### config.mk
export PLATFORM = sky130hd
export DESIGN_NAME = task_scheduler_wrr_flat
export DESIGN_NICKNAME = d
export VERILOG_FILES = /design/src/rtl/task_scheduler_wrr_if.sv /design/src/rtl/task_scheduler_wrr.sv /design/src/flat_wrapper.sv
export SDC_FILE = /design/constraint.sdc
export NUM_CORES = 1
export LEC_CHECK = 0
export BUFFER_PORTS_ARGS = -buffer_cell sky130_fd_sc_hd__buf_2
export CAP_MARGIN = 20
export CORE_MARGIN = 10
export CORE_UTILIZATION = 55
export CTS_CLUSTER_SIZE = 30
export DETAILED_ROUTE_END_ITERATION = 12
export HOLD_SLACK_MARGIN = 0.12
export PLACE_DENSITY = 0.73
export SLEW_MARGIN = 20
export SYNTH_ARGS = -nofsm -noshare
export SYNTH_HDL_FRONTEND = slang
export SYNTH_SLANG_ARGS = --single-unit
### constraint.sdc
create_clock -name i_clk -period 9 [get_ports i_clk]
set_input_delay 0.45 -clock i_clk [delete_from_list [all_inputs] [get_ports i_clk]]
set_output_delay 0.45 -clock i_clk [all_outputs]
set_load 0.01 [all_outputs]
### src/rtl/task_scheduler_wrr_if.sv
// Push/pop/config/command bundle for the weighted round-robin task scheduler.
interface task_scheduler_wrr_if #(
  parameter int unsigned TREE_NUM   = 4,
  parameter int unsigned PTW        = 16,
  parameter int unsigned MTW        = $clog2(TREE_NUM),
  parameter int unsigned CTW        = 16,
  parameter int unsigned FIFO_DEPTH = 16,
  parameter int unsigned WTW        = 4
);
  logic                          i_push;
  logic [MTW-1:0]                i_push_tree_id;
  logic [PTW-1:0]                i_push_priority;
  logic [MTW+PTW-1:0]            i_push_data;
  logic                          o_push_ready;
  logic                          i_pop;
  logic                          o_pop_valid;
  logic [MTW-1:0]                o_pop_tree_id;
  logic                          o_pop_empty;
  logic                          i_cfg_we;
  logic [MTW-1:0]                i_cfg_tree_id;
  logic [WTW-1:0]                i_cfg_weight;
  logic                          o_cmd_valid;
  logic                          i_cmd_ready;
  logic                          o_cmd_push;
  logic [MTW-1:0]                o_cmd_tree_id;
  logic [PTW-1:0]                o_cmd_priority;
  logic [MTW+PTW-1:0]            o_cmd_data;
  logic [TREE_NUM*CTW-1:0]       o_tree_count;
  logic [$clog2(FIFO_DEPTH):0]   o_fifo_count;
  logic                          o_overflow;

  modport slave (
    input  i_push, i_push_tree_id, i_push_priority, i_push_data, i_pop,
    input  i_cfg_we, i_cfg_tree_id, i_cfg_weight, i_cmd_ready,
    output o_push_ready, o_pop_valid, o_pop_tree_id, o_pop_empty,
    output o_cmd_valid, o_cmd_push, o_cmd_tree_id, o_cmd_priority, o_cmd_data,
    output o_tree_count, o_fifo_count, o_overflow
  );

  modport master (
    output i_push, i_push_tree_id, i_push_priority, i_push_data, i_pop,
    output i_cfg_we, i_cfg_tree_id, i_cfg_weight, i_cmd_ready,
    input  o_push_ready, o_pop_valid, o_pop_tree_id, o_pop_empty,
    input  o_cmd_valid, o_cmd_push, o_cmd_tree_id, o_cmd_priority, o_cmd_data,
    input  o_tree_count, o_fifo_count, o_overflow
  );
endinterface

### src/rtl/task_scheduler_wrr.sv
// Weighted round-robin pop arbiter over per-tree occupancy counters, feeding a
// show-ahead command FIFO that preserves acceptance order of pushes and granted pops.
module task_scheduler_wrr #(
  parameter int unsigned TREE_NUM   = 4,
  parameter int unsigned PTW        = 16,
  parameter int unsigned MTW        = $clog2(TREE_NUM),
  parameter int unsigned CTW        = 16,
  parameter int unsigned FIFO_DEPTH = 16,
  parameter int unsigned WTW        = 4
) (
  input  logic                 i_clk,
  input  logic                 i_arst_n,
  task_scheduler_wrr_if.slave  bus
);
  localparam int unsigned AW  = $clog2(FIFO_DEPTH);
  localparam int unsigned FCW = AW + 1;
  localparam int unsigned DW  = MTW + PTW;

  typedef struct packed {
    logic           push;
    logic [MTW-1:0] tree;
    logic [PTW-1:0] prio;
    logic [DW-1:0]  data;
  } cmd_t;

  cmd_t           mem_q [FIFO_DEPTH];
  cmd_t           enq_cmd, head;
  logic [AW-1:0]  wr_ptr_q, rd_ptr_q;
  logic [FCW-1:0] fifo_cnt_q, fifo_cnt_d;
  logic [CTW-1:0] count_q [TREE_NUM];
  logic [CTW-1:0] count_d [TREE_NUM];
  logic [WTW-1:0] weight_q [TREE_NUM];
  logic [MTW-1:0] ptr_q, ptr_d, grant_tree, scan_idx, pop_tree_q;
  logic [WTW-1:0] credit_q, credit_d, reload_w;
  logic           pop_valid_q, pop_empty_q, overflow_q;
  logic           fifo_full, fifo_empty, pop_eval, any_busy, pop_grant;
  logic           push_acc, push_sat, push_enq, enq, deq, found;

  assign fifo_full       = (fifo_cnt_q == FCW'(FIFO_DEPTH));
  assign fifo_empty      = (fifo_cnt_q == '0);
  assign bus.o_push_ready = !fifo_full && !bus.i_pop;
  assign pop_eval        = bus.i_pop && !fifo_full;
  assign push_acc        = bus.i_push && bus.o_push_ready;
  assign push_sat        = &count_q[bus.i_push_tree_id];
  assign push_enq        = push_acc && !push_sat;
  assign pop_grant       = pop_eval && any_busy;
  assign enq             = pop_grant || push_enq;
  assign deq             = !fifo_empty && bus.i_cmd_ready;

  // Stay on ptr while it has credit and work; otherwise the scan ends back at ptr itself.
  always_comb begin
    any_busy   = 1'b0;
    found      = 1'b0;
    grant_tree = ptr_q;
    scan_idx   = ptr_q;
    ptr_d      = ptr_q;
    credit_d   = credit_q;
    reload_w   = '0;
    for (int t = 0; t < int'(TREE_NUM); t++) begin
      any_busy = any_busy | (count_q[t] != '0);
    end
    if (count_q[ptr_q] != '0 && credit_q != '0) begin
      credit_d = credit_q - WTW'(1);
    end else begin
      for (int k = 1; k <= int'(TREE_NUM); k++) begin
        scan_idx = MTW'((int'(ptr_q) + k) % int'(TREE_NUM));
        if (!found && count_q[scan_idx] != '0) begin
          found      = 1'b1;
          grant_tree = scan_idx;
        end
      end
      reload_w = (weight_q[grant_tree] == '0) ? WTW'(1) : weight_q[grant_tree];
      ptr_d    = grant_tree;
      credit_d = reload_w - WTW'(1);
    end
  end

  always_comb begin
    for (int t = 0; t < int'(TREE_NUM); t++) begin
      count_d[t] = count_q[t];
      if (pop_grant && grant_tree == MTW'(t)) begin
        count_d[t] = count_q[t] - CTW'(1);
      end else if (push_enq && bus.i_push_tree_id == MTW'(t)) begin
        count_d[t] = count_q[t] + CTW'(1);
      end
    end
  end

  always_comb begin
    enq_cmd = '0;
    if (pop_grant) begin
      enq_cmd.tree = grant_tree;
    end else begin
      enq_cmd.push = 1'b1;
      enq_cmd.tree = bus.i_push_tree_id;
      enq_cmd.prio = bus.i_push_priority;
      enq_cmd.data = bus.i_push_data;
    end
  end

  always_comb begin
    fifo_cnt_d = fifo_cnt_q;
    if (enq && !deq) begin
      fifo_cnt_d = fifo_cnt_q + FCW'(1);
    end else if (!enq && deq) begin
      fifo_cnt_d = fifo_cnt_q - FCW'(1);
    end
  end

  always_ff @(posedge i_clk) begin
    if (!i_arst_n) begin
      wr_ptr_q    <= '0;
      rd_ptr_q    <= '0;
      fifo_cnt_q  <= '0;
      ptr_q       <= MTW'(TREE_NUM - 1);
      credit_q    <= '0;
      pop_valid_q <= 1'b0;
      pop_empty_q <= 1'b0;
      pop_tree_q  <= '0;
      overflow_q  <= 1'b0;
      for (int t = 0; t < int'(TREE_NUM); t++) begin
        count_q[t]  <= '0;
        weight_q[t] <= WTW'(1);
      end
    end else begin
      if (enq) wr_ptr_q <= wr_ptr_q + AW'(1);
      if (deq) rd_ptr_q <= rd_ptr_q + AW'(1);
      fifo_cnt_q <= fifo_cnt_d;
      for (int t = 0; t < int'(TREE_NUM); t++) begin
        count_q[t] <= count_d[t];
      end
      if (pop_grant) begin
        ptr_q      <= ptr_d;
        credit_q   <= credit_d;
        pop_tree_q <= grant_tree;
      end
      pop_valid_q <= pop_grant;
      pop_empty_q <= pop_eval && !any_busy;
      if (push_acc && push_sat) overflow_q <= 1'b1;
      if (bus.i_cfg_we) weight_q[bus.i_cfg_tree_id] <= bus.i_cfg_weight;
    end
  end

  // Storage needs no reset: the head fields are masked while the FIFO is empty.
  always_ff @(posedge i_clk) begin
    if (enq) mem_q[wr_ptr_q] <= enq_cmd;
  end

  assign head               = mem_q[rd_ptr_q];
  assign bus.o_cmd_valid    = !fifo_empty;
  assign bus.o_cmd_push     = !fifo_empty && head.push;
  assign bus.o_cmd_tree_id  = fifo_empty ? '0 : head.tree;
  assign bus.o_cmd_priority = fifo_empty ? '0 : head.prio;
  assign bus.o_cmd_data     = fifo_empty ? '0 : head.data;
  assign bus.o_fifo_count   = fifo_cnt_q;
  assign bus.o_pop_valid    = pop_valid_q;
  assign bus.o_pop_empty    = pop_empty_q;
  assign bus.o_pop_tree_id  = pop_tree_q;
  assign bus.o_overflow     = overflow_q;

  always_comb begin
    bus.o_tree_count = '0;
    for (int t = 0; t < int'(TREE_NUM); t++) begin
      bus.o_tree_count[t*CTW +: CTW] = count_q[t];
    end
  end
endmodule

### src/flat_wrapper.sv
// flat-port wrapper written by rule: the top's interface ports become plain ports
module task_scheduler_wrr_flat 
#(
  parameter int unsigned TREE_NUM   = 4,
  parameter int unsigned PTW        = 16,
  parameter int unsigned MTW        = $clog2(TREE_NUM),
  parameter int unsigned CTW        = 16,
  parameter int unsigned FIFO_DEPTH = 16,
  parameter int unsigned WTW        = 4
)
  (i_clk, i_arst_n, bus_i_push, bus_i_push_tree_id, bus_i_push_priority, bus_i_push_data, bus_i_pop, bus_i_cfg_we, bus_i_cfg_tree_id, bus_i_cfg_weight, bus_i_cmd_ready, bus_o_push_ready, bus_o_pop_valid, bus_o_pop_tree_id, bus_o_pop_empty, bus_o_cmd_valid, bus_o_cmd_push, bus_o_cmd_tree_id, bus_o_cmd_priority, bus_o_cmd_data, bus_o_tree_count, bus_o_fifo_count, bus_o_overflow);
  task_scheduler_wrr_if #(.TREE_NUM(TREE_NUM), .PTW(PTW), .MTW(MTW), .CTW(CTW), .FIFO_DEPTH(FIFO_DEPTH), .WTW(WTW)) bus_i ();
  input  logic i_clk;
  input  logic i_arst_n;
  input wire logic [$bits(bus_i.i_push)-1:0] bus_i_push;
  input wire logic [$bits(bus_i.i_push_tree_id)-1:0] bus_i_push_tree_id;
  input wire logic [$bits(bus_i.i_push_priority)-1:0] bus_i_push_priority;
  input wire logic [$bits(bus_i.i_push_data)-1:0] bus_i_push_data;
  input wire logic [$bits(bus_i.i_pop)-1:0] bus_i_pop;
  input wire logic [$bits(bus_i.i_cfg_we)-1:0] bus_i_cfg_we;
  input wire logic [$bits(bus_i.i_cfg_tree_id)-1:0] bus_i_cfg_tree_id;
  input wire logic [$bits(bus_i.i_cfg_weight)-1:0] bus_i_cfg_weight;
  input wire logic [$bits(bus_i.i_cmd_ready)-1:0] bus_i_cmd_ready;
  output wire logic [$bits(bus_i.o_push_ready)-1:0] bus_o_push_ready;
  output wire logic [$bits(bus_i.o_pop_valid)-1:0] bus_o_pop_valid;
  output wire logic [$bits(bus_i.o_pop_tree_id)-1:0] bus_o_pop_tree_id;
  output wire logic [$bits(bus_i.o_pop_empty)-1:0] bus_o_pop_empty;
  output wire logic [$bits(bus_i.o_cmd_valid)-1:0] bus_o_cmd_valid;
  output wire logic [$bits(bus_i.o_cmd_push)-1:0] bus_o_cmd_push;
  output wire logic [$bits(bus_i.o_cmd_tree_id)-1:0] bus_o_cmd_tree_id;
  output wire logic [$bits(bus_i.o_cmd_priority)-1:0] bus_o_cmd_priority;
  output wire logic [$bits(bus_i.o_cmd_data)-1:0] bus_o_cmd_data;
  output wire logic [$bits(bus_i.o_tree_count)-1:0] bus_o_tree_count;
  output wire logic [$bits(bus_i.o_fifo_count)-1:0] bus_o_fifo_count;
  output wire logic [$bits(bus_i.o_overflow)-1:0] bus_o_overflow;
  assign bus_i.i_push = bus_i_push;
  assign bus_i.i_push_tree_id = bus_i_push_tree_id;
  assign bus_i.i_push_priority = bus_i_push_priority;
  assign bus_i.i_push_data = bus_i_push_data;
  assign bus_i.i_pop = bus_i_pop;
  assign bus_i.i_cfg_we = bus_i_cfg_we;
  assign bus_i.i_cfg_tree_id = bus_i_cfg_tree_id;
  assign bus_i.i_cfg_weight = bus_i_cfg_weight;
  assign bus_i.i_cmd_ready = bus_i_cmd_ready;
  assign bus_o_push_ready = bus_i.o_push_ready;
  assign bus_o_pop_valid = bus_i.o_pop_valid;
  assign bus_o_pop_tree_id = bus_i.o_pop_tree_id;
  assign bus_o_pop_empty = bus_i.o_pop_empty;
  assign bus_o_cmd_valid = bus_i.o_cmd_valid;
  assign bus_o_cmd_push = bus_i.o_cmd_push;
  assign bus_o_cmd_tree_id = bus_i.o_cmd_tree_id;
  assign bus_o_cmd_priority = bus_i.o_cmd_priority;
  assign bus_o_cmd_data = bus_i.o_cmd_data;
  assign bus_o_tree_count = bus_i.o_tree_count;
  assign bus_o_fifo_count = bus_i.o_fifo_count;
  assign bus_o_overflow = bus_i.o_overflow;
  task_scheduler_wrr #(.TREE_NUM(TREE_NUM), .PTW(PTW), .MTW(MTW), .CTW(CTW), .FIFO_DEPTH(FIFO_DEPTH), .WTW(WTW)) u_core (.i_clk(i_clk), .i_arst_n(i_arst_n), .bus(bus_i));
endmodule
Yosys cells after proc, flatten, opt, wreduce, memory -nomap -nowiden
Memory sizes are Yosys's and may differ from the RTL's. A register that Yosys moved wholly into a read port is not among the register bits. Index checks and enable logic that the tools add are counted.

Bitwise logic cells: 7. Add/sub/neg operators: 18. Reductions and logical operators: 51. Muxes and demuxes: 48. Equality and inequality tests: 7.

Operators by type and width (count): 16-bit two-way mux (13); 16-bit nonzero test (9); 16-bit by 1-bit adder with 16-bit output (second input constant) (4); 16-bit by 1-bit subtractor with 16-bit output (second input constant) (4); 34-bit two-way mux (1); 1-bit logical AND (23); 2-bit two-way mux (11); 4-bit two-way mux (5); 18-bit two-way mux (1); 16-bit AND reduction (1); 1-bit two-way mux (15); 1-bit logical NOT (10); 5-bit two-way mux (2); 4-bit by 1-bit adder with 4-bit output (second input constant) (2); 2-bit == test (second input constant) (4); 4-bit by 1-bit subtractor with 4-bit output (second input constant) (2); 1-bit bitwise OR (7); 5-bit by 1-bit adder with 5-bit output (second input constant) (1); 5-bit == test (second input constant) (1); 5-bit logical NOT (1); 5-bit by 1-bit subtractor with 5-bit output (second input constant) (1); 2-bit by 1-bit adder with 2-bit output (second input constant) (2); 2-bit adder (second input constant) (2); 2-bit by 1-bit == test with 1-bit output (second input constant) (2); other kinds (6) (7).

Memories kept: 3. Bits in writable memories: 672. Input port bits: 48. Word-level logic and storage cells: 143. Register bits after elaboration: 24.

Memory list: u_core.mem_q (depth 16, bits a word 37, rd ports 1, clocked after memory_dff 1, write ports 1, RTL line task_scheduler_wrr.sv:26) `cmd_t mem_q [FIFO_DEPTH];`; u_core.count_q (depth 4, bits a word 16, rd ports 10, clocked after memory_dff 1, write ports 4, RTL line task_scheduler_wrr.sv:30) `logic [CTW-1:0] count_q [TREE_NUM];`; u_core.weight_q (depth 4, bits a word 4, rd ports 1, clocked after memory_dff 0, write ports 4, RTL line task_scheduler_wrr.sv:32) `logic [WTW-1:0] weight_q [TREE_NUM];`.

Logic depth before layout (Yosys ltp)
Gate-level depths: netlist of the first run. An unclocked memory read counts as a cell.

Word-level depth: 22. Mapped depth: 20. Gate-level depth less buffers: 18.

Worst setup path before layout of the first run
No wires, ideal clock.

Path type: register to register. From: mem u_core.count_q[3][7]. To: mem u_core.count_q[3][15]. Library setup time: 128 ps. Data arrival time: 6182 ps. Path buffers: 0. Setup slack: 2690 ps. Clock period less this slack: 6310 ps. Stages on the path, launching flop included: 19. Path through: dfxtp_1 or4_1 or4_4 mux4_2 o32ai_4 nand2_2 xnor2_2 nor3_1 ha_1 a21o_1 a21o_1 a2111oi_0 o31ai_1 o41ai_1 o21ai_0 a31oi_1 mux2i_1 xor2_1 nor2_1.

RTL lines (RTL line): start, declared (task_scheduler_wrr.sv:30).

==> results of run 1 <==
through the flow:
step / hold slack (ns) / power, mW
4_1_cts: 0.122 / 14.5
5_1_grt: 0.153 / 15.3
6_report: 0.144 / 14.4
2_1_floorplan: 0.459 / 9.78
3_5_place_dp: 0.479 / 11.5
3_3_place_gp: 0.451 / 11.3
layout make-up:
| cell class | instances | share of cell area, % |
|---|---|---|
| clock inverter | 41 | 1.27 |
| tap | 696 | 2.54 |
| clock buffer | 88 | 5.65 |
| timing repair buffer | 187 | 2.97 |
| inverter | 21 | 0.230 |
| sequential | 702 | 58.8 |
| multi-input combinational | 972 | 28.5 |
tightest hold or removal path: cells and delay by family:
| kind | cells | cell delay (ns) |
|---|---|---|
| AND/OR/NAND/NOR | 1 | 0.08 |
| buffers and inverters | 1 | 0.11 |
| AO/OA/AOI/OAI | 1 | 0.08 |
routing by layer:
| metal | GRT usage, % | vias up |
|---|---|---|
| met2 | 35.8 | 643 |
| met3 | 5.43 | 94 |
| met1 | 27.8 | 8469 |
| met5 | 0 | - |
| met4 | 5.18 | 0 |
| li1 | - | 7467 |
placed cells by master, fill, tap and decap left out, types with 8 or more instances in the layout:
master and instances:
edfxtp_1 608, mux4_2 191, buf_2 160, nor2_1 114, dfxtp_1 90, and2_1 83, clkbuf_16 74, a21oi_1 68
ha_1 66, nand2_1 51, xnor2_1 33, o21ai_0 32, xor2_1 29, mux2i_1 28, nor3_1 26, buf_4 26
nand4_1 21, nor4_1 18, nand3_1 18, inv_1 17, a21o_1 16, clkinv_1 14, nor2_4 13, or3_1 11
o21bai_1 11, clkbuf_1 11, and3_1 10, clkinv_2 9, o21a_1 8, nand2b_1 8, a31oi_1 8
synthesized netlist by cell type, types with 21 or more instances:
| cell | instances |
|---|---|
| edfxtp_1 | 608 |
| mux4_2 | 191 |
| nor2_1 | 126 |
| dfxtp_1 | 94 |
| and2_1 | 83 |
| a21oi_1 | 68 |
| ha_1 | 66 |
| nand2_1 | 51 |
| clkbuf_1 | 48 |
| xnor2_1 | 33 |
| nor3_1 | 32 |
| o21ai_0 | 32 |
| xor2_1 | 29 |
| mux2i_1 | 28 |
| nand4_1 | 21 |
cell families after synthesis:
group,Yosys count
buffers and inverters,99
and+or+nand+nor,414
muxes,221
xor gates and xnor gates,64
AOI/OAI and AO/OA,202
DFF,702
adders and majority gates,71
final timing paths:
check	depth (start not counted)	to
min reg2reg	2	u_core.bus.o_overflow
max reg2reg	18	u_core.count_q[0][14]
max	18	u_core.count_q[0][14]
min	3	u_core.bus.o_overflow
power by group through the flow:
stage / Combinational, mW / Sequential (mW) / Clock [mW]
floorplan: 4.91 / 4.86 / 0
global placement: 6.39 / 4.90 / 0
detailed placement: 6.57 / 4.93 / 0
CTS: 6.59 / 4.87 / 3.00
global route: 7.25 / 4.92 / 3.13
finish: 6.57 / 4.87 / 2.95
sequential cells by signal (all words and copies together) (netlist names), named ones only:
register / count
u_core.bus.o_pop_tree_id: 2
u_core.wr_ptr_q: 4
u_core.bus.o_overflow: 1
u_core.mem_q: 592
u_core.bus.o_fifo_count: 5
u_core.weight_q: 16
u_core.ptr_q: 2
u_core.count_q: 64
u_core.bus.o_pop_empty: 1
u_core.rd_ptr_q: 4
u_core.credit_q: 4
u_core.bus.o_pop_valid: 1
==> implementation parameters, run 1 <==
Parameter                              Value

Status
  Run status    complete, no violations

Placement
  Cell area after placement    0.0319 mm^2
  Final weighted congestion of routability-driven global placement    0.868
  Post-DP HPWL    37800 um
  Number of buffers added on ports    160
  # placed instances    2578
  Dpl ws    2.62 ns

Routing
  Number of iterations in the first detailed-routing pass    5
  Routed length per placed instance    25.2 um
  Uppermost metal layer occupied by signal nets    met4
  Amount of wire on met3 after detailed routing    6170 um
  Met2 WL post-DR    34500 um
  Starting DRC count in detailed routing    1342
  DRC violation count after routing    0
  Via density per instance    6.16
  Via count of the routed design    16700
  Metal1 wirelength    26300 um
  Routed wire length    68300 um
  Antenna Nets Post-Route    0

Critical path
  Setup Crit Path Kind    reg -> reg
  Data required time at the worst endpoint    9.56 ns
  Critical path fanouts, max    16
  CP Capture Type    flop
  CP max stage cell    a2111oi_0
  Launching element type of the critical path    flop
  Gate family responsible for the most delay along the worst path    compound AO/OA/AOI/OAI gates
  Data arrival time at the worst-slack endpoint    7.06 ns
  FF-to-FF Start    u_core.count_q[2][7]
  Source of the critical timing path    u_core.count_q[2][7]
  Slack of the worst reg-to-reg path    2.50 ns
  Crit path cell chain    or4_1 > or4_4 > mux4_2 > o41ai_1 > nand2_2 > xnor2_2 > and3_1 > ha_1 > a21o_1 > a21oi_1 > o21bai_1 > a21oi_1 > o21bai_1 > a211o_1 > a2111oi_0 > o21ai_0 > a311oi_1 > a31o_2
  Largest stage delay on the critical path    0.79 ns
  Combined buffer and inverter count along the critical path    0

Floorplanning
  Overall die width    254 um
  # rows    85
  DIE HEIGHT    254 um
  Total I/O pin count    161
  Area of the die    0.0647 mm^2
  Starting Density    55.8%
  Core Box Area    0.0541 mm^2

Clocking
  Clock root buffer    clkbuf_16
  Reg clk slew, reported paths    0.06 ns
  Clock tree from TritonCTS    built
  # H-tree levels    3
  Number of buffers added by the clock tree synthesis step    73
  Number of sinks handled by clock tree synthesis    702
  Insertion delay of the later-clocked pin in the worst-skew pair    0.63 ns
  # resized after CTS    0
  Post-cts hold buffer count    0
  Post-CTS Repair Setup Buffers    0
  Clock Path Buffers    3

Run
  Number of max-cap violations    0

STA
  Final setup fails    0
  Setup TNS    0 ns
  RSZ-0062 raised after global routing    no
  Slew at the pin closest to its max-slew limit    1.11 ns
  Shortest clock period the worst path allows after layout    6.50 ns
  Period Utilization, post-route    72.2%
  Hold violation count in the final report    0
  Worst Clk Skew    0.0196 ns
  Headroom to the max-slew limit    25.9%
  Number of slew-limit violations in the final report    0
  Worst setup margin    2.50 ns
  Max Clk Rate    154 MHz

Synth
  Compound-gate portion of the synthesized area    4.57%
  Simple-gate area share of the yosys netlist    7.10%
  Synthesized instance count    1773
  Fraction of registers with async set/reset    0%
  Cell taking the most area after synthesis    edfxtp_1
  Post-Syn Nets    1892
  Cells taking the most area after synthesis    edfxtp_1, mux4_2, dfxtp_1
  Adder-cell area share of the yosys netlist    3.07%
  Xor/xnor cell area share of the yosys netlist    1.91%
  Sequential-to-total area share from yosys stat    66.7%
  Main combinational cell family by area after synthesis    multiplexers
  Number of distinct library cells after synthesis    76
  Fraction of post-synthesis cell area in the top cell type by area    60.4%
  Synth warn    0
  Average cell area after synthesis    17.0 um^2
  Yosys reg bits    702
  Number of synthesized flops with an enable pin    608
  Leading register cell type out of synthesis    edfxtp_1
  Total standard cell area after synthesis    0.0302 mm^2
  Multiplexer share of the synthesized area    15.3%

Power
  Total net switching power    5.42 mW
  Proportion of power drawn by the clock network    20.5%
  Peak ir drop on the vdd network    0.412 mV
  Pleak    11.9 nW
  Switching Share    37.6%
  Sequential power share    33.8%
  Proportion of power drawn by combinational gates    45.7%
  Power per standard cell area    420 mW/mm^2
  Cell internal pwr    8.97 mW

Finish
  Fraction of final layout cells sized beyond drive strength 1    26.8%
  Number of fill cells    3770
  Core utilization of the finished layout    63.3%
  Synth-to-layout area growth    13.4%
  Inserted Diodes    0
  Multi-input logic area    0.00977 mm^2
  Fin nets    2076
  Storage cell area    0.0202 mm^2
  Non-filler instance count after layout    2707
  Design area    0.0343 mm^2

GRT
  Largest net degree at the start of global routing    120
  Remaining global-route overflow    0
  Total global routing track utilization    21.4%
  Via count of the first global-routing pass    17300
  Antenna violations before repair    0
  Wire length of the first global-routing pass    105000 um

Worst hold path
  Beginning of the worst hold path    bus_i_push
  Path class of the lowest-slack min-delay path    in -> reg
No activity file was read; power rests on OpenSTA's default activity.
==> inputs of run 2 (changes only) <==
PLACE_DENSITY = 0.76   (was 0.73)
clock period = 5.2 ns   (was 9 ns; I/O delays follow)
==> run 2 against run 1 <==
  * The flow now finishes with violations (setup timing)
  * Routed wire length up 8.3%
  * Hold slack better by 0.11 ns
  * Design area up 5.2%
  * Combinational power up 110%
  * Power up 91%
  * Largest cell class unchanged
  * Worst setup slack worse by 2.7 ns
  * Via count up 7.1%
  * Register-to-register slack worse by 2.7 ns
  * Sequential cell count unchanged
  * Largest power group unchanged
  * Count of clock-buffer cells in the layout up 9
  * First-iteration DRC count up 25%
==> implementation parameters, run 2 (same netlist as run 1, synthesis figures left out) <==
Parameter                              Value

STA
  Max Clk Rate    186 MHz
  Worst Clk Skew    0.0297 ns
  Hold violation count in the final report    0
  Setup TNS    -0.438 ns
  Period Utilization, post-route    103%
  Final setup fails    7
  Headroom to the max-slew limit    26.7%
  Slew at the pin closest to its max-slew limit    1.10 ns
  RSZ-0062 raised after global routing    yes
  Shortest clock period the worst path allows after layout    5.38 ns
  Worst setup margin    -0.176 ns
  Number of slew-limit violations in the final report    0

Routing
  Starting DRC count in detailed routing    1681
  Routed length per placed instance    25.6 um
  Metal1 wirelength    29400 um
  Via density per instance    6.18
  Uppermost metal layer occupied by signal nets    met5
  Number of iterations in the first detailed-routing pass    7
  Via count of the routed design    17800
  DRC violation count after routing    0
  Routed wire length    74000 um
  Antenna Nets Post-Route    0
  Met2 WL post-DR    37600 um
  Amount of wire on met3 after detailed routing    5250 um

Floorplanning
  Starting Density    55.8%
  # rows    85
  DIE HEIGHT    254 um
  Total I/O pin count    161
  Core Box Area    0.0541 mm^2
  Area of the die    0.0647 mm^2
  Overall die width    254 um

Clocking
  Clock Path Buffers    3
  Number of sinks handled by clock tree synthesis    702
  Clock root buffer    clkbuf_16
  Insertion delay of the later-clocked pin in the worst-skew pair    0.61 ns
  Number of buffers added by the clock tree synthesis step    73
  # H-tree levels    3
  Reg clk slew, reported paths    0.06 ns
  Clock tree from TritonCTS    built

Critical path
  Setup Crit Path Kind    reg -> reg
  Source of the critical timing path    u_core.count_q[2][8]
  Launching element type of the critical path    flop
  FF-to-FF Start    u_core.count_q[2][8]
  Slack of the worst reg-to-reg path    -0.18 ns
  Data required time at the worst endpoint    5.67 ns
  CP Capture Type    flop
  Data arrival time at the worst-slack endpoint    5.85 ns
  Critical path fanouts, max    5

Worst hold path
  Beginning of the worst hold path    bus_i_push_data[8]
  Path class of the lowest-slack min-delay path    in -> reg

Finish
  Synth-to-layout area growth    19.3%
  Commonest non-fill, non-tap cell in the layout    edfxtp_1
  Number of fill cells    3527
  Inserted Diodes    0
  Flip-flop count of the largest register, all copies and words added    592
  Register ranked first by flip-flop count    u_core.mem_q
  Fin nets    2252
  Non-filler instance count after layout    2886
  Fraction of final layout cells sized beyond drive strength 1    33.7%
  Biggest registers after layout    u_core.mem_q (592), u_core.count_q (64), u_core.weight_q (16)
  Highest-count cells in the layout ignoring fill and taps    edfxtp_1, mux4_2, buf_4

GRT
  Via count of the first global-routing pass    18700
  Total global routing track utilization    23.1%
  Wire length of the first global-routing pass    113000 um
  Antenna violations before repair    2
  Remaining global-route overflow    0
  Largest net degree at the start of global routing    69

Status
  Violations in the final reports    setup timing
  Run status    finished, violations left

Power
  Overall power consumption    27.5 mW
  Pleak    12.8 nW
  Power per standard cell area    762 mW/mm^2
  Peak ir drop on the vdd network    0.677 mV

Run
  Number of max-cap violations    0

Placement
  Number of buffers added on ports    160
  Post-DP HPWL    42400 um
  Final weighted congestion of routability-driven global placement    0.880
  # placed instances    2717
run 2: critical path, stage by stage (launching register included):
cell and delay (ns):
dfxtp_2 0.32, or4_4 0.55, or4_4 0.59, mux4_2 0.51
o32ai_4 0.28, nand2_4 0.14, xnor2_4 0.17, nor3_4 0.31
buf_6 0.15, ha_4 0.19, a21o_1 0.16, a21oi_2 0.17
o21bai_1 0.10, a21oi_2 0.18, o21ai_2 0.08, a211o_1 0.35
a2111oi_4 0.42, nor3_1 0.08, o311ai_1 0.35, o21ai_1 0.12
run 2: cell type report:
class                      count  area [um^2]  area share, %
multi-input combinational    972        10100           28.0
tap                          696          871           2.42
clock buffer                  97         1960           5.43
timing repair buffer         363         2550           7.08
clock inverter                35          345          0.958
sequential                   702        20200           55.9
inverter                      21         78.8          0.219
run 2: repair_timing:
action	CTS	global route
cloned	0	1
hold buffers	14	0
buffers inserted	10	11
endpoints found under the hold margin	22	0
setup endpoints to repair	15	16
gates resized for setup	22	31
pin swaps	25	26
run 2: final timing paths:
check / depth (start not counted) / endpoint
max: 19 / u_core.count_q[3][14]
min: 2 / u_core.mem_q[14][8]
max reg2reg: 19 / u_core.count_q[3][14]
min reg2reg: 2 / u_core.bus.o_pop_tree_id[1]
run 2: where the power goes:
group	total, mW	internal [mW]	leakage (nW)	switching (mW)
clock network	5.02	2.91	1.12	2.11
registers	8.36	7.97	6.34	0.387
logic	14.1	6.36	5.36	7.71
run 2: through the flow:
stage / utilization (%) / cell area (um^2) / hold WS [ns] / setup slack, ns
5_1_grt: 66.6 / 36000 / 0.266 / -0.285
3_3_place_gp: 61.3 / 33200 / 0.447 / -0.270
4_1_cts: 66.1 / 35800 / 0.212 / -0.0598
2_1_floorplan: - / 30300 / 0.415 / -0.184
3_5_place_dp: 61.3 / 33200 / 0.455 / -0.422
6_report: 66.6 / 36000 / 0.256 / -0.176
run 2: routing by layer:
metal / vias to the layer above / track usage, %
li1: 7819 / -
met1: 9149 / 30.0
met2: 751 / 38.9
met3: 126 / 4.90
met4: 4 / 6.57
met5: - / 0
